File: src/rtl/teclado_ps2_pkg.sv
// Shared constants and event payload for the PS/2 keyboard event front end.
package teclado_ps2_pkg;

    localparam int unsigned CODE_W = 8;
    localparam int unsigned EV_W   = CODE_W + 2;

    localparam logic [CODE_W-1:0] PREFIX_EXT = 8'hE0;
    localparam logic [CODE_W-1:0] PREFIX_BRK = 8'hF0;

    // Status byte layout
    localparam int unsigned ST_NOT_EMPTY = 7;
    localparam int unsigned ST_FULL      = 6;
    localparam int unsigned ST_OVERFLOW  = 5;
    localparam int unsigned ST_PARITY    = 4;
    localparam int unsigned ST_FRAME     = 3;
    localparam int unsigned ST_IRQ_EN    = 2;
    localparam int unsigned ST_HEAD_EXT  = 1;
    localparam int unsigned ST_HEAD_BRK  = 0;

    // Control byte layout
    localparam int unsigned CTRL_CLR    = 0;
    localparam int unsigned CTRL_FLUSH  = 1;
    localparam int unsigned CTRL_IRQ_EN = 2;

    typedef struct packed {
        logic              ext;
        logic              brk;
        logic [CODE_W-1:0] code;
    } ps2_ev_t;

endpackage

File: src/rtl/ps2_rx_filtrado.sv
// PS/2 receiver: input synchronisers, ps2c glitch filter, frame FSM with idle timeout.
module ps2_rx_filtrado
    import teclado_ps2_pkg::*;
#(
    parameter int unsigned FILTER_LEN  = 8,
    parameter int unsigned TIMEOUT_CYC = 50000
) (
    input  logic              clk,
    input  logic              reset,
    input  logic              ps2d,
    input  logic              ps2c,
    output logic              byte_tick,
    output logic [CODE_W-1:0] byte_data,
    output logic              parity_err_tick,
    output logic              frame_err_tick
);

    localparam int unsigned TW = $clog2(TIMEOUT_CYC + 1);

    localparam logic [1:0] ST_IDLE   = 2'd0;
    localparam logic [1:0] ST_DATA   = 2'd1;
    localparam logic [1:0] ST_PARITY = 2'd2;
    localparam logic [1:0] ST_STOP   = 2'd3;

    logic                  ps2c_s1_q, ps2c_s2_q, ps2d_s1_q, ps2d_s2_q;
    logic [FILTER_LEN-1:0] filt_sh_q, filt_sh_d;
    logic                  filt_clk_q, filt_clk_d;
    logic                  fall_q, fall_d;
    logic [1:0]            state_q, state_d;
    logic [2:0]            bit_cnt_q, bit_cnt_d;
    logic [CODE_W-1:0]     shift_q, shift_d;
    logic                  par_q, par_d;
    logic [TW-1:0]         tmo_q, tmo_d;
    logic                  byte_tick_q, byte_tick_d;
    logic [CODE_W-1:0]     byte_q, byte_d;
    logic                  perr_q, perr_d;
    logic                  ferr_q, ferr_d;

    always_ff @(posedge clk or negedge reset) begin
        if (!reset) begin
            ps2c_s1_q   <= 1'b1;
            ps2c_s2_q   <= 1'b1;
            ps2d_s1_q   <= 1'b1;
            ps2d_s2_q   <= 1'b1;
            filt_sh_q   <= '1;
            filt_clk_q  <= 1'b1;
            fall_q      <= 1'b0;
            state_q     <= ST_IDLE;
            bit_cnt_q   <= '0;
            shift_q     <= '0;
            par_q       <= 1'b0;
            tmo_q       <= '0;
            byte_tick_q <= 1'b0;
            byte_q      <= '0;
            perr_q      <= 1'b0;
            ferr_q      <= 1'b0;
        end else begin
            ps2c_s1_q   <= ps2c;
            ps2c_s2_q   <= ps2c_s1_q;
            ps2d_s1_q   <= ps2d;
            ps2d_s2_q   <= ps2d_s1_q;
            filt_sh_q   <= filt_sh_d;
            filt_clk_q  <= filt_clk_d;
            fall_q      <= fall_d;
            state_q     <= state_d;
            bit_cnt_q   <= bit_cnt_d;
            shift_q     <= shift_d;
            par_q       <= par_d;
            tmo_q       <= tmo_d;
            byte_tick_q <= byte_tick_d;
            byte_q      <= byte_d;
            perr_q      <= perr_d;
            ferr_q      <= ferr_d;
        end
    end

    always_comb begin
        filt_sh_d   = {filt_sh_q[FILTER_LEN-2:0], ps2c_s2_q};
        filt_clk_d  = filt_clk_q;
        state_d     = state_q;
        bit_cnt_d   = bit_cnt_q;
        shift_d     = shift_q;
        par_d       = par_q;
        tmo_d       = '0;
        byte_tick_d = 1'b0;
        byte_d      = byte_q;
        perr_d      = 1'b0;
        ferr_d      = 1'b0;

        // Hysteresis: the filtered clock only moves once the whole window agrees
        if (&filt_sh_q) begin
            filt_clk_d = 1'b1;
        end else if (~|filt_sh_q) begin
            filt_clk_d = 1'b0;
        end
        fall_d = filt_clk_q & ~filt_clk_d;

        if (state_q != ST_IDLE) begin
            tmo_d = fall_q ? '0 : tmo_q + TW'(1);
        end

        case (state_q)
            ST_IDLE: begin
                if (fall_q && !ps2d_s2_q) begin
                    state_d   = ST_DATA;
                    bit_cnt_d = '0;
                end
            end
            ST_DATA: begin
                if (fall_q) begin
                    shift_d   = {ps2d_s2_q, shift_q[CODE_W-1:1]};
                    bit_cnt_d = bit_cnt_q + 3'd1;
                    if (bit_cnt_q == 3'd7) begin
                        state_d = ST_PARITY;
                    end
                end
            end
            ST_PARITY: begin
                if (fall_q) begin
                    par_d   = ps2d_s2_q;
                    state_d = ST_STOP;
                end
            end
            ST_STOP: begin
                if (fall_q) begin
                    state_d = ST_IDLE;
                    perr_d  = ~(^{shift_q, par_q});
                    ferr_d  = ~ps2d_s2_q;
                    if (ps2d_s2_q && (^{shift_q, par_q})) begin
                        byte_tick_d = 1'b1;
                        byte_d      = shift_q;
                    end
                end
            end
            default: state_d = ST_IDLE;
        endcase

        // A stalled frame is abandoned so the next start bit is recognised
        if ((state_q != ST_IDLE) && !fall_q && (tmo_q == TW'(TIMEOUT_CYC - 1))) begin
            state_d = ST_IDLE;
            ferr_d  = 1'b1;
            tmo_d   = '0;
        end
    end

    assign byte_tick       = byte_tick_q;
    assign byte_data       = byte_q;
    assign parity_err_tick = perr_q;
    assign frame_err_tick  = ferr_q;

endmodule

File: src/rtl/teclado_ps2_eventos.sv
// PS/2 keyboard event front end: prefix decoder, event FIFO and PicoBlaze port interface.
module teclado_ps2_eventos
    import teclado_ps2_pkg::*;
#(
    parameter int unsigned FIFO_AW         = 3,
    parameter int unsigned FILTER_LEN      = 8,
    parameter int unsigned TIMEOUT_CYC     = 50000,
    parameter bit          SUPPRESS_REPEAT = 1'b1,
    parameter logic [7:0]  PORT_DATA       = 8'h0F,
    parameter logic [7:0]  PORT_STATUS     = 8'h10,
    parameter logic [7:0]  PORT_CTRL       = 8'h11
) (
    input  logic       clk,
    input  logic       reset,
    input  logic       ps2d,
    input  logic       ps2c,
    input  logic [7:0] port_id,
    input  logic       read_strobe,
    input  logic       write_strobe,
    input  logic [7:0] out_port,
    output logic [7:0] in_port,
    output logic       irq,
    output logic       fifo_full
);

    localparam int unsigned DEPTH = 1 << FIFO_AW;
    localparam int unsigned CW    = FIFO_AW + 1;

    logic              rx_tick, rx_perr, rx_ferr;
    logic [CODE_W-1:0] rx_byte;

    ps2_rx_filtrado #(
        .FILTER_LEN  (FILTER_LEN),
        .TIMEOUT_CYC (TIMEOUT_CYC)
    ) u_rx (
        .clk             (clk),
        .reset           (reset),
        .ps2d            (ps2d),
        .ps2c            (ps2c),
        .byte_tick       (rx_tick),
        .byte_data       (rx_byte),
        .parity_err_tick (rx_perr),
        .frame_err_tick  (rx_ferr)
    );

    ps2_ev_t           mem_q [DEPTH];
    logic [FIFO_AW-1:0] wr_ptr_q, wr_ptr_d, rd_ptr_q, rd_ptr_d;
    logic [CW-1:0]     cnt_q, cnt_d;
    logic              ext_q, ext_d, brk_q, brk_d;
    logic              lm_ext_q, lm_ext_d, lm_valid_q, lm_valid_d;
    logic [CODE_W-1:0] lm_code_q, lm_code_d;
    logic              perr_q, perr_d, ferr_q, ferr_d, ovf_q, ovf_d;
    logic              irq_en_q, irq_en_d;
    logic [7:0]        in_port_q, in_port_d;
    logic              irq_q, irq_d, full_q, full_d;

    logic              ctrl_wr_c, flush_c, clr_c, not_empty_c, full_c, pop_c;
    logic              push_req_c, push_c, same_make_c;
    ps2_ev_t           head_c, push_ev_c;
    logic [7:0]        status_c;
    logic              unused_ok_c;

    assign unused_ok_c = &{1'b0, out_port[7:3]};

    always_ff @(posedge clk or negedge reset) begin
        if (!reset) begin
            wr_ptr_q   <= '0;
            rd_ptr_q   <= '0;
            cnt_q      <= '0;
            ext_q      <= 1'b0;
            brk_q      <= 1'b0;
            lm_ext_q   <= 1'b0;
            lm_code_q  <= '0;
            lm_valid_q <= 1'b0;
            perr_q     <= 1'b0;
            ferr_q     <= 1'b0;
            ovf_q      <= 1'b0;
            irq_en_q   <= 1'b0;
            in_port_q  <= 8'h00;
            irq_q      <= 1'b0;
            full_q     <= 1'b0;
        end else begin
            wr_ptr_q   <= wr_ptr_d;
            rd_ptr_q   <= rd_ptr_d;
            cnt_q      <= cnt_d;
            ext_q      <= ext_d;
            brk_q      <= brk_d;
            lm_ext_q   <= lm_ext_d;
            lm_code_q  <= lm_code_d;
            lm_valid_q <= lm_valid_d;
            perr_q     <= perr_d;
            ferr_q     <= ferr_d;
            ovf_q      <= ovf_d;
            irq_en_q   <= irq_en_d;
            in_port_q  <= in_port_d;
            irq_q      <= irq_d;
            full_q     <= full_d;
        end
    end

    // Event storage carries no reset; occupancy is tracked by the pointers
    always_ff @(posedge clk) begin
        if (push_c) begin
            mem_q[wr_ptr_q] <= push_ev_c;
        end
    end

    always_comb begin
        ctrl_wr_c   = write_strobe && (port_id == PORT_CTRL);
        flush_c     = ctrl_wr_c && out_port[CTRL_FLUSH];
        clr_c       = ctrl_wr_c && out_port[CTRL_CLR];
        not_empty_c = (cnt_q != '0);
        full_c      = (cnt_q == CW'(DEPTH));
        head_c      = not_empty_c ? mem_q[rd_ptr_q] : '0;
        pop_c       = read_strobe && (port_id == PORT_DATA) && not_empty_c;

        ext_d       = ext_q;
        brk_d       = brk_q;
        lm_ext_d    = lm_ext_q;
        lm_code_d   = lm_code_q;
        lm_valid_d  = lm_valid_q;
        push_req_c  = 1'b0;
        push_ev_c   = '{ext: ext_q, brk: brk_q, code: rx_byte};
        same_make_c = lm_valid_q && (lm_ext_q == ext_q) && (lm_code_q == rx_byte);

        if (rx_tick) begin
            if (rx_byte == PREFIX_EXT) begin
                ext_d = 1'b1;
            end else if (rx_byte == PREFIX_BRK) begin
                brk_d = 1'b1;
            end else begin
                ext_d      = 1'b0;
                brk_d      = 1'b0;
                push_req_c = 1'b1;
                if (brk_q) begin
                    if (same_make_c) begin
                        lm_valid_d = 1'b0;
                    end
                end else begin
                    if (SUPPRESS_REPEAT && same_make_c) begin
                        push_req_c = 1'b0;
                    end
                    lm_ext_d   = ext_q;
                    lm_code_d  = rx_byte;
                    lm_valid_d = 1'b1;
                end
            end
        end

        // Flush beats any event decoded in the same cycle
        if (flush_c) begin
            ext_d      = 1'b0;
            brk_d      = 1'b0;
            lm_valid_d = 1'b0;
            push_req_c = 1'b0;
        end

        push_c   = push_req_c && (!full_c || pop_c);
        wr_ptr_d = wr_ptr_q + FIFO_AW'(push_c);
        rd_ptr_d = rd_ptr_q + FIFO_AW'(pop_c);
        cnt_d    = cnt_q + CW'(push_c) - CW'(pop_c);
        if (flush_c) begin
            wr_ptr_d = '0;
            rd_ptr_d = '0;
            cnt_d    = '0;
        end

        perr_d   = rx_perr | (perr_q & ~clr_c);
        ferr_d   = rx_ferr | (ferr_q & ~clr_c);
        ovf_d    = (push_req_c && full_c && !pop_c) | (ovf_q & ~clr_c);
        irq_en_d = ctrl_wr_c ? out_port[CTRL_IRQ_EN] : irq_en_q;

        status_c               = 8'h00;
        status_c[ST_NOT_EMPTY] = not_empty_c;
        status_c[ST_FULL]      = full_c;
        status_c[ST_OVERFLOW]  = ovf_q;
        status_c[ST_PARITY]    = perr_q;
        status_c[ST_FRAME]     = ferr_q;
        status_c[ST_IRQ_EN]    = irq_en_q;
        status_c[ST_HEAD_EXT]  = head_c.ext;
        status_c[ST_HEAD_BRK]  = head_c.brk;

        if (port_id == PORT_DATA) begin
            in_port_d = head_c.code;
        end else if (port_id == PORT_STATUS) begin
            in_port_d = status_c;
        end else begin
            in_port_d = 8'h00;
        end

        irq_d  = irq_en_q & not_empty_c;
        full_d = (cnt_d == CW'(DEPTH));
    end

    assign in_port   = in_port_q;
    assign irq       = irq_q;
    assign fifo_full = full_q;

endmodule

File: config.mk
export PLATFORM = sky130hd
export DESIGN_NAME = teclado_ps2_eventos
export DESIGN_NICKNAME = d
export VERILOG_FILES = /design/src/rtl/teclado_ps2_pkg.sv /design/src/rtl/ps2_rx_filtrado.sv /design/src/rtl/teclado_ps2_eventos.sv
export SDC_FILE = /design/constraint.sdc
export NUM_CORES = 1
export LEC_CHECK = 0
export BUFFER_PORTS_ARGS = -buffer_cell sky130_fd_sc_hd__buf_2
export CAP_MARGIN = 20
export CORE_MARGIN = 5
export CORE_UTILIZATION = 46
export DETAILED_ROUTE_END_ITERATION = 16
export PLACE_DENSITY = 0.65
export SLEW_MARGIN = 5
export SYNTH_ARGS = -nofsm -noshare
export SYNTH_HDL_FRONTEND = slang
export SYNTH_SLANG_ARGS = --single-unit
export TNS_END_PERCENT = 100
File: constraint.sdc
create_clock -name clk -period 2.7 [get_ports clk]
set_input_delay 0.54 -clock clk [delete_from_list [all_inputs] [get_ports clk]]
set_output_delay 0.54 -clock clk [all_outputs]
set_load 0.1 [all_outputs]
==> summary.md, run 1 <==
| Metric | Value |
|---|---|
| Status | `complete, but fails checks` |
| Vias per cell | `approximately 5.2` |
| Leak | `3.64 nW` |
| Finish-stage setup viols | `1` |
| Hold slack | `0.0841 ns` |
| Startpoint Class | `flip-flop` |
| PD cells | `about 660 mW/mm^2` |
| Failing checks | `setup timing` |
| Class of the worst hold path | `input pin to asynchronous set/reset pin` |
| I/O pin total | `32` |
| Switching share of power | `between 20% and 30%` |
| Initial Util | `47.1%` |
| Fmax | `between 0.3 and 0.4 GHz` |
| EDFF count, synth | `80` |
| Mean routed wirelength per cell | `17.1 microns` |
| Die height | `135 microns` |
| Max IR drop VDD | `a little over 0.6 mV` |
| Critical Path End | `fifo_full` |
| Residual DRC count | `0` |
| Req. time, crit path | `3.01 ns` |
| GR Util met2 | `26.1%` |
| FP Rows | `45` |
| Syn Inst Count | `471` |
| Antenna violations before repair | `0` |
| GRT busiest layer | `met2` |
| Clk pwr share | `39.9%` |
| Final hold violations | `0` |
| Syn-to-layout area delta | `17.6%` |
| Fill cell total of the finished layout | `between 1000 and 1500` |
| Max Cap Viol | `0` |
| Post-DP HPWL | `8.86 mm` |
| Routed vias | `roughly 4000` |
| Clk_skew | `0.00735 ns` |
| Synthesized flop and latch total | `171` |
| Worst-margin pin slew | `about 0.7 ns` |
| Area of the mapped netlist | `approximately 0.0072 sq mm` |
| R2r setup slk | `-0.09 ns` |
| Total gr overflow | `0` |
| Number of global-route vias before repair | `4145` |
| Dominant cell type by area after synthesis | `edfxtp_1` |
| CTS clk-pin slew, worst paths | `0.06 ns` |
| Die area | `0.0183 sq mm` |
| Clock Latency Late Sink | `roughly 0.42 ns` |
| Nets@finish | `between 500 and 600` |
| Syn_area_per_cell | `approximately 15 sq um` |
| Met1 usage | `20.1%` |
| Synthesized Nets | `511` |
| Logic pwr share | `about a tenth` |
| Placer Congestion | `0.799` |
| Synth area leaders | `edfxtp_1 (33%), dfrtp_1 (27%), mux4_2 (6.2%)` |
| RSZ-0062 raised after global routing | `true` |
| Tot Pwr | `5.62 mW` |
| Fin Setup TNS | `-0.0851 ns` |
| First-pass detailed-route iteration total | `4` |
| Final Cycle Share | `103%` |
| Sw power | `1.40 mW` |
| Library cells used by synthesis | `52` |
| Final ANT Viol Nets | `0` |
| M3 GR Usage | `3.83%` |
| Main synth FF type | `edfxtp_1` |
| Min Tclk post-route | `2.79 ns` |
| Core ar. | `0.0153 sq mm` |
| Clock Path Buffers | `2` |
| Final antenna diode count | `0` |
| TritonCTS Buffers | `17` |
| R2R depth | `12` |
| Data arrival time of the critical path | `around 3.1 ns` |
| Starting DRC count in detailed routing | `285` |
| DP Area | `0.00790 sq mm` |
| Synth top area share | `about a third` |
| GRT Total Usage | `15.6%` |
| Seq/Total Area, Yosys | `between 60% and 70%` |
| Power Internal | `4.22 mW` |
| Synth warnings | `0` |
| Sequential fraction of design power | `50.1%` |
| Share of layout cells above drive strength 1 | `30.9%` |
| WL final | `13.1 mm` |
| Post-route insts no fill | `765` |
| Max-slew headroom | `53.8%` |
| Design Area, Final | `0.00849 sq mm` |
| WS Path Type | `flip-flop to flip-flop` |
| First-pass GRT wire length | `approximately 22 mm` |
| CTS tree | `yes` |
| RR Startpoint | `cnt_q[3]` |
| Capture point of the worst reg-to-reg path | `fifo_full` |
| CTS root buffer | `clkbuf_16` |
| CTS H-tree lvls | `4` |
| Launch point of the worst path | `cnt_q[3]` |
| Ys async rst share | `53.2%` |
| CP max FO | `2` |
| Placed Cells incl. Taps | `732` |
| Max Transition Viols Final | `0` |
| Port Buffers | `26` |
| Fin worst setup slack | `-0.0851 ns` |
| Crit end category | `flip-flop` |
| Die extent in x | `135 microns` |
| Largest net degree at the start of global routing | `around 40` |
| TritonCTS Sinks | `about 170` |
sequential cells by signal, summed over array words and instances, names as in the netlist, 2 cells and up:
name,count
cnt_q,4
in_port,8
lm_code_q,8
mem_q,80
rd_ptr_q,3
u_rx.bit_cnt_q,3
u_rx.byte_data,8
u_rx.filt_sh_q,8
u_rx.shift_q,8
u_rx.state_q,2
u_rx.tmo_q,16
wr_ptr_q,3
metal layers:
metal	wire [microns]	vias up
met5	0	-
met4	157	0
met3	353	15
met2	6680	50
met1	5910	2013
li1	-	1892
cells in the final DEF, fill, tap and decap left out, drive strengths merged, types with 5 or more instances in the layout:
cell    netlist  routed
mux2i        12      12
ha           17      17
clkinv        0       8
xor2         16      16
dfstp        13      13
nand3         8       8
xnor2        18      18
inv          12      17
edfxtp       80      80
mux4         20      20
a21oi         9       9
buf           7      63
clkbuf        5      18
o21ai        13      13
nor2         38      38
nor2b        11      11
and3         11      11
dfrtp        78      78
nand2        24      24
mux2         25      25
nor3          5       5
worst min path at each step:
stage / startpoint / endpoint / depth (start not counted)
2_1_floorplan: reset / brk_q / 0
3_3_place_gp: u_rx.ps2d_s1_q / u_rx.ps2d_s2_q / 0
4_1_cts: reset / u_rx.tmo_q[12] / 1
6_report: reset / u_rx.tmo_q[4] / 1
3_5_place_dp: u_rx.ps2c_s1_q / u_rx.ps2c_s2_q / 0
5_1_grt: reset / u_rx.tmo_q[12] / 1
through the flow:
step	setup WS, ns	util [%]
after detailed placement	-0.315	51.6
final	-0.0851	55.4
after global placement	-0.282	51.6
after global routing	-0.214	55.4
after floorplan	-0.205	-
after CTS	-0.0882	55.2
power by group through the flow:
stage	Sequential, mW	Combinational (mW)	Clock (mW)
floorplan	2.88	0.357	0
global placement	2.86	0.511	0
detailed placement	2.86	0.532	0
CTS	2.81	0.541	2.29
global route	2.82	0.615	2.42
finish	2.82	0.559	2.24
area by class of cell:
type	count	area, sq um	share of cell area, %
well taps	211	264	3.11
repair buffers	63	460	5.42
clock buffers	18	439	5.17
clock inverters	14	113	1.33
multi-input cells	276	2470	29.1
inverters	12	45.0	0.531
flip-flops and latches	171	4700	55.3
cells in the mapped netlist (3+ instances only):
master	n
nor3b_1	3
buf_2	3
mux4_2	20
nand3_1	8
and4_1	3
mux2i_1	12
nand4_1	4
dfstp_2	13
mux2_2	18
mux2_4	7
o21ai_0	13
or4b_1	3
nor2b_1	11
nor2_1	36
nand2_1	23
nor4_1	4
xor2_1	16
clkbuf_1	5
dfrtp_1	78
nor4b_2	3
inv_1	12
nor3_1	5
xnor2_1	18
ha_1	17
a21oi_1	9
and3_1	11
edfxtp_1	80
a21o_1	3
repair_timing:
| action | in CTS | in global routing |
|---|---|---|
| setup endpoints to repair | 4 | 4 |
| hold endpoints to repair | 0 | 0 |
| setup buffers | 0 | 1 |
| pin swaps | 0 | 4 |
| gates cloned | 0 | 0 |
| hold buffers | 0 | 0 |
| gates resized for setup | 2 | 6 |
cells by family (layout without fill, tap and decap cells):
| logic type | count (synthesis) | after routing | share of synthesized area (%) |
|---|---|---|---|
| muxes | 57 | 57 | 12.2 |
| AOI/OAI and AO/OA | 39 | 39 | 3.59 |
| buffers and inverters | 24 | 107 | 1.46 |
| DFF | 171 | 171 | 65.0 |
| adders and majority gates | 18 | 18 | 3.22 |
| and+or+nand+nor | 127 | 127 | 10.1 |
| xor gates and xnor gates | 35 | 35 | 4.45 |
worst max-delay path, cell delays in order (launching register included):
cell	delay, ns
dfrtp_1	0.35
inv_1	0.05
ha_2	0.16
nor3b_4	0.15
or4b_4	0.52
nor2_8	0.12
o221ai_4	0.11
ha_1	0.29
inv_1	0.04
ha_2	0.17
fa_2	0.52
nor2_1	0.04
and3_1	0.16
Note: power is estimated with default switching activity, not from simulation.
==> run 2, diff against run 1 <==
==> constraint.sdc (replaced) <==
create_clock -name clk -period 2.7 [get_ports clk]
set_input_delay 0.27 -clock clk [delete_from_list [all_inputs] [get_ports clk]]
set_output_delay 0.27 -clock clk [all_outputs]
set_load 0.1 [all_outputs]
==> summary.md, run 2 (synthesized netlist as in run 1, its figures left out) <==
| Metric | Value |
|---|---|
| Status | `complete, but fails checks (unchanged)` |
| Failing checks | `setup timing (unchanged)` |
| FP Rows | `45 (unchanged)` |
| CTS tree | `yes (unchanged)` |
| Post-Route Utilization | `56.0% (was 55.4%)` |
| Die extent in x | `135 microns (unchanged)` |
| Max Transition Viols Final | `0 (unchanged)` |
| Final hold violations | `0 (unchanged)` |
| Core ar. | `0.0153 sq mm (unchanged)` |
| Launch point of the worst path | `cnt_q[3] (unchanged)` |
| Pre-CTS WS | `-0.201 ns (was -0.315 ns)` |
| First-pass detailed-route iteration total | `4 (unchanged)` |
| TritonCTS Sinks | `171 (unchanged)` |
| Residual DRC count | `0 (unchanged)` |
| WL final | `14.0 mm (was 13.1 mm)` |
| Number of global-route vias before repair | `4331 (was 4145)` |
| Tot Pwr | `5.87 mW (was 5.62 mW)` |
| GRT Total Usage | `16.2% (was 15.6%)` |
| Final ANT Viol Nets | `0 (unchanged)` |
| CTS H-tree lvls | `4 (unchanged)` |
| Die area | `0.0183 sq mm (unchanged)` |
| Clk_skew | `0.00769 ns (was 0.00735 ns)` |
| Most frequent cells in the layout | `edfxtp_1 (80), dfrtp_1 (78), nor2_1 (36) (unchanged)` |
| Starting DRC count in detailed routing | `224 (was 285)` |
| Min-Delay Startpoint | `out_port[2]` |
| Req. time, crit path | `3.01 ns (about the same)` |
| RSZ-0062 raised after global routing | `true (unchanged)` |
| Placer Congestion | `0.792 (was 0.799)` |
| Min Tclk post-route | `2.81 ns (was 2.79 ns)` |
| Total gr overflow | `0 (unchanged)` |
| First-pass GRT wire length | `22.6 mm (was 21.9 mm)` |
| Fin Setup TNS | `-0.207 ns (was -0.0851 ns)` |
| CP max FO | `2 (unchanged)` |
| Regs by FF count | `mem_q (80), u_rx.tmo_q (16) (unchanged)` |
| Max-slew headroom | `50.3% (was 53.8%)` |
| Class of the worst hold path | `input pin to flip-flop (was input pin to asynchronous set/reset pin)` |
| Nets@finish | `585 (was 581)` |
| Final Cycle Share | `104% (was 103%)` |
| Largest register FFs | `80 (unchanged)` |
| Port Buffers | `26 (unchanged)` |
| Largest net degree at the start of global routing | `51 (was 41)` |
| Final antenna diode count | `0 (unchanged)` |
| Placed Cells incl. Taps | `731 (was 732)` |
| Fmax | `0.356 GHz (was 0.359 GHz)` |
| Fill cell total of the finished layout | `1265 (was 1241)` |
| Clock Path Buffers | `2 (unchanged)` |
| Crit end category | `flip-flop (unchanged)` |
| Share of layout cells above drive strength 1 | `30.6% (was 30.9%)` |
| Finish-stage setup viols | `3 (was 1)` |
| Syn-to-layout area delta | `18.8% (was 17.6%)` |
| Initial Util | `47.1% (unchanged)` |
| Leak | `3.67 nW (was 3.64 nW)` |
| PD cells | `684 mW/mm^2 (was 662 mW/mm^2)` |
| Max IR drop VDD | `0.546 mV (was 0.609 mV)` |
| Max Cap Viol | `0 (unchanged)` |
| Worst-margin pin slew | `0.745 ns (was 0.693 ns)` |
| TritonCTS Buffers | `17 (unchanged)` |
| Fin worst setup slack | `-0.106 ns (was -0.0851 ns)` |
| Die height | `135 microns (unchanged)` |
| Data arrival time of the critical path | `3.12 ns (was 3.10 ns)` |
| Commonest non-fill, non-tap cell in the layout | `edfxtp_1 (unchanged)` |
| Hold slack | `0.0818 ns (was 0.0841 ns)` |
| Startpoint Class | `flip-flop (unchanged)` |
| Vias per cell | `5.27 (was 5.19)` |
| Design Area, Final | `0.00858 sq mm (was 0.00849 sq mm)` |
| Most flops, register | `mem_q (unchanged)` |
| Mean routed wirelength per cell | `18.2 microns (was 17.1 microns)` |
| Routed vias | `4050 (was 3970)` |
| RR Startpoint | `cnt_q[3] (unchanged)` |
| CTS clk-pin slew, worst paths | `0.07 ns (was 0.06 ns)` |
| Antenna violations before repair | `0 (unchanged)` |
| Post-DP HPWL | `8.98 mm (was 8.86 mm)` |
| Clock Latency Late Sink | `0.42 ns (about the same)` |
| Post-route insts no fill | `769 (was 765)` |
| I/O pin total | `32 (unchanged)` |
| WS Path Type | `flip-flop to flip-flop (unchanged)` |
| CTS root buffer | `clkbuf_16 (unchanged)` |
| DP Area | `0.00785 sq mm (was 0.00790 sq mm)` |
==> run 2: per-layer routing <==
metal	global-route usage, %	routed length (microns)	up-vias
li1	-	-	1885
met5	0	0	-
met1	20.3	5820	2068
met4	4.70	169	0
met2	27.9	7260	81
met3	4.12	751	16
==> run 2: path summary, 6_finish.rpt <==
kind,end,slack (ns),cells after the start
setup reg to reg,fifo_full,-0.11,12
setup / recovery,fifo_full,-0.11,12
max in group asynchronous,u_rx.shift_q[7],1.49,3
hold reg to reg,u_rx.ps2c_s2_q,0.36,0
hold / removal,irq_en_q,0.08,2
min in group asynchronous,brk_q,0.43,2
==> run 2: timing repair <==
action                     in CTS  in global routing
gates cloned                    0                  1
hold buffers                    3                  0
resized for setup               3                 12
setup endpoints to repair       4                 18
pin swaps                       0                  5
hold endpoints to repair       37                  0
setup buffers                   1                  2
==> run 2: critical path, stage by stage, from the launching register on <==
cell	delay (ns)
dfrtp_1	0.35
inv_1	0.05
ha_2	0.17
nor3b_4	0.15
or4b_4	0.53
nor2_8	0.12
o221ai_4	0.12
ha_4	0.29
inv_2	0.04
ha_4	0.16
fa_2	0.53
nor2_1	0.04
and3_1	0.13
==> run 2: final cells by class <==
cell class                      count  area, sq um  share of cell area, %
Sequential cell                   171         4700                   54.7
Tap cell                          211          264                   3.08
Clock buffer                       22          464                   5.41
Timing Repair Buffer               67          468                   5.45
Clock inverter                     10          138                   1.60
Multi-Input combinational cell    276         2500                   29.2
Inverter                           12         45.0                  0.525
==> run 2: report_power, final <==
part           switching, mW  internal [mW]  total (mW)  leakage, nW
clock                  0.976           1.51        2.48        0.293
sequential            0.0465           2.78        2.82         2.03
combinational          0.339          0.226       0.565         1.35
total                   1.36           4.51        5.87         3.67
==> run 3, diff against run 2 <==
- ABC_AREA: not set -> 1
- SYNTH_HIERARCHICAL: not set -> 1
==> summary.md, run 3 <==
| Metric | Value |
|---|---|
| Die extent in x | `139 microns (was 135 microns)` |
| Class of the worst hold path | `input pin to flip-flop (unchanged)` |
| Max Cap Viol | `0 (unchanged)` |
| Core ar. | `0.0165 sq mm (was 0.0153 sq mm)` |
| Fin Setup TNS | `0 ns (was -0.207 ns)` |
| Commonest non-fill, non-tap cell in the layout | `nand2_1 (was edfxtp_1)` |
| Final hold violations | `0 (unchanged)` |
| Vias per cell | `4.95 (was 5.27)` |
| Syn Inst Count | `778 (was 471)` |
| Residual DRC count | `0 (unchanged)` |
| WL final | `15.0 mm (was 14.0 mm)` |
| Startpoint Class | `flip-flop (unchanged)` |
| Finish-stage setup viols | `0 (was 3)` |
| Most flops, register | `mem_q (unchanged)` |
| Clock Path Buffers | `2 (unchanged)` |
| Synth area leaders | `edfxtp_1 (31%), dfrtp_1 (25%), nand2_1 (7.4%) (was edfxtp_1 (33%), dfrtp_1 (27%), mux4_2 (6.2%))` |
| Synth warnings | `6 (was 0)` |
| Final Cycle Share | `90.0% (was 104%)` |
| Fmax | `0.411 GHz (was 0.356 GHz)` |
| Starting DRC count in detailed routing | `336 (was 224)` |
| Design Area, Final | `0.00878 sq mm (was 0.00858 sq mm)` |
| R2R depth | `14 (was 12)` |
| Share of layout cells above drive strength 1 | `16.1% (was 30.6%)` |
| Ys async rst share | `53.2% (unchanged)` |
| Main synth FF type | `edfxtp_1 (unchanged)` |
| Area of the mapped netlist | `0.00770 sq mm (was 0.00722 sq mm)` |
| DP Area | `0.00819 sq mm (was 0.00785 sq mm)` |
| Most frequent cell after synthesis | `nand2_1 (was edfxtp_1)` |
| Synthesized Nets | `817 (was 511)` |
| Most frequent cells in the layout | `nand2_1 (150), nor2_1 (113), inv_1 (83) (was edfxtp_1 (80), dfrtp_1 (78), nor2_1 (36))` |
| First-pass GRT wire length | `25.3 mm (was 22.6 mm)` |
| Leak | `3.79 nW (was 3.67 nW)` |
| Post-DP HPWL | `10.1 mm (was 8.98 mm)` |
| Initial Util | `46.6% (was 47.1%)` |
| Seq/Total Area, Yosys | `61.0% (was 65.0%)` |
| I/O pin total | `32 (unchanged)` |
| Regs by FF count | `mem_q (80), u_rx/tmo_q (16) (was mem_q (80), u_rx.tmo_q (16))` |
| Largest net degree at the start of global routing | `70 (was 51)` |
| Number of global-route vias before repair | `5082 (was 4331)` |
| Antenna violations before repair | `0 (unchanged)` |
| Commonest cells post-synth | `nand2_1 (151), nor2_1 (113), inv_1 (83) (was edfxtp_1 (80), dfrtp_1 (78), nor2_1 (36))` |
| CTS H-tree lvls | `4 (unchanged)` |
| Synthesized flop and latch total | `171 (unchanged)` |
| Final ANT Viol Nets | `0 (unchanged)` |
| PD cells | `657 mW/mm^2 (was 684 mW/mm^2)` |
| CTS clk-pin slew, worst paths | `0.07 ns (about the same)` |
| GRT Total Usage | `16.3% (was 16.2%)` |
| Crit end category | `flip-flop (unchanged)` |
| FP Rows | `47 (was 45)` |
| Clk_skew | `0.0164 ns (was 0.00769 ns)` |
| TritonCTS Sinks | `171 (unchanged)` |
| Final antenna diode count | `0 (unchanged)` |
| WS Path Type | `flip-flop to flip-flop (unchanged)` |
| TritonCTS Buffers | `17 (unchanged)` |
| Routed vias | `5278 (was 4050)` |
| Syn-to-layout area delta | `14.1% (was 18.8%)` |
| Syn_area_per_cell | `9.89 sq um (was 15.3 sq um)` |
| Max-slew headroom | `43.0% (was 50.3%)` |
| RSZ-0062 raised after global routing | `false (was true)` |
| Library cells used by synthesis | `42 (was 52)` |
| Status | `finished clean (was complete, but fails checks)` |
| Die area | `0.0194 sq mm (was 0.0183 sq mm)` |
| Data arrival time of the critical path | `2.75 ns (was 3.12 ns)` |
| Die height | `139 microns (was 135 microns)` |
| Min Tclk post-route | `2.43 ns (was 2.81 ns)` |
| Largest register FFs | `80 (unchanged)` |
| Port Buffers | `26 (unchanged)` |
| Mean routed wirelength per cell | `14.1 microns (was 18.2 microns)` |
| Placer Congestion | `0.834 (was 0.792)` |
| Total gr overflow | `0 (unchanged)` |
| Max Transition Viols Final | `0 (unchanged)` |
| EDFF count, synth | `80 (unchanged)` |
| Clock Latency Late Sink | `0.43 ns (was 0.42 ns)` |
| Launch point of the worst path | `u_rx/byte_data[5] (was cnt_q[3])` |
| First-pass detailed-route iteration total | `5 (was 4)` |
| Fill cell total of the finished layout | `1465 (was 1265)` |
| Req. time, crit path | `3.02 ns (was 3.01 ns)` |
| Max IR drop VDD | `0.407 mV (was 0.546 mV)` |
| CP max FO | `14 (was 2)` |
| Dominant cell type by area after synthesis | `edfxtp_1 (unchanged)` |
| RR Startpoint | `u_rx/byte_data[5] (was cnt_q[3])` |
| Capture point of the worst reg-to-reg path | `fifo_full (unchanged)` |
| Nets@finish | `872 (was 585)` |
| CTS root buffer | `clkbuf_16 (unchanged)` |
| Worst-margin pin slew | `0.855 ns (was 0.745 ns)` |
| Synth top area share | `31.2% (was 33.3%)` |
| CTS tree | `yes (unchanged)` |
| R2r setup slk | `0.27 ns (was -0.11 ns)` |
| Critical Path End | `fifo_full (unchanged)` |
-- run 3: cell count changes after synthesis, sizes merged, moves of 12 or more --
cell / delta
mux2: -25
xnor2: -15
nand2: +138
nor2: +83
nand3: +46
mux2i: -12
inv: +74
mux4: -20
o211ai: +20
o21ai: +57
-- run 3: critical path, cell delays in order, from the launching register on --
cell	delay, ns
dfrtp_2	0.50
nand2_1	0.10
nor2_1	0.04
nand2_1	0.12
nand3_4	0.12
nor2_2	0.19
nand2_1	0.10
nand2_2	0.11
nand2_1	0.06
ha_1	0.21
fa_1	0.39
xor2_1	0.19
nand2_2	0.08
nand3_1	0.09
nor2_1	0.04
-- run 3: what timing repair did --
item,CTS,global route
gates resized for setup,0,2
endpoints found under the setup margin,0,1
buffers inserted,0,1
hold buffers,3,0
endpoints found under the hold margin,43,0
-- run 3: layout make-up --
| type | instances | area (sq um) | area share (%) |
|---|---|---|---|
| inverter | 87 | 327 | 3.72 |
| clock buffer | 18 | 439 | 5.00 |
| timing repair buffer | 56 | 365 | 4.16 |
| multi-input combinational | 500 | 2560 | 29.2 |
| tap | 220 | 275 | 3.14 |
| sequential | 171 | 4700 | 53.5 |
| clock inverter | 14 | 111 | 1.27 |
-- run 3: cell families after synthesis --
| kind of cell | count (synthesis) | share of synthesized area (%) |
|---|---|---|
| compound gates | 105 | 7.61 |
| xor+xnor | 8 | 0.910 |
| fa+ha+maj | 17 | 2.86 |
| buf+inv | 107 | 5.71 |
| flops | 171 | 61.0 |
| simple gates | 370 | 21.9 |
-- run 3: metrics by stage --
stage                     power [mW]  util, %  hold slack (ns)  std cells  worst slack (ns)
after CTS                       5.82     53.1           0.0500       1065             0.154
after global routing            6.05     53.1           0.0555       1066            0.0340
after global placement          3.55     49.5            0.347       1030             0.221
final                           5.77     53.1           0.0681       1066             0.269
after detailed placement        3.56     49.5            0.348       1030             0.163
after floorplan                 3.40        -          -0.0256        778             0.410
-- run 3: how the worst min path moves through the flow --
stage,from,end,cells past startpoint,slack [ns]
after floorplan,reset,brk_q,0,-0.03
after global placement,u_rx/ps2c_s2_q,u_rx/filt_sh_q[0],0,0.35
after detailed placement,u_rx/ps2c_s1_q,u_rx/ps2c_s2_q,0,0.35
after CTS,out_port[2],irq_en_q,3,0.05
after global routing,out_port[2],irq_en_q,3,0.06
final,out_port[2],irq_en_q,3,0.07
-- run 3: power breakdown --
part | total [mW] | internal (mW) | switching, mW
Sequential | 2.85 | 2.80 | 0.0541
Combinational | 0.662 | 0.220 | 0.442
Clock | 2.26 | 1.22 | 1.04
Total | 5.77 | 4.23 | 1.54
-- run 3: routing by layer --
metal  up-vias  global-route usage [%]  wire, microns
met4         0                    4.74            178
met1      2484                    20.9           6870
met5         -                       0              0
li1       2691                       -              -
met2        86                    28.1           7500
met3        17                    3.36            441
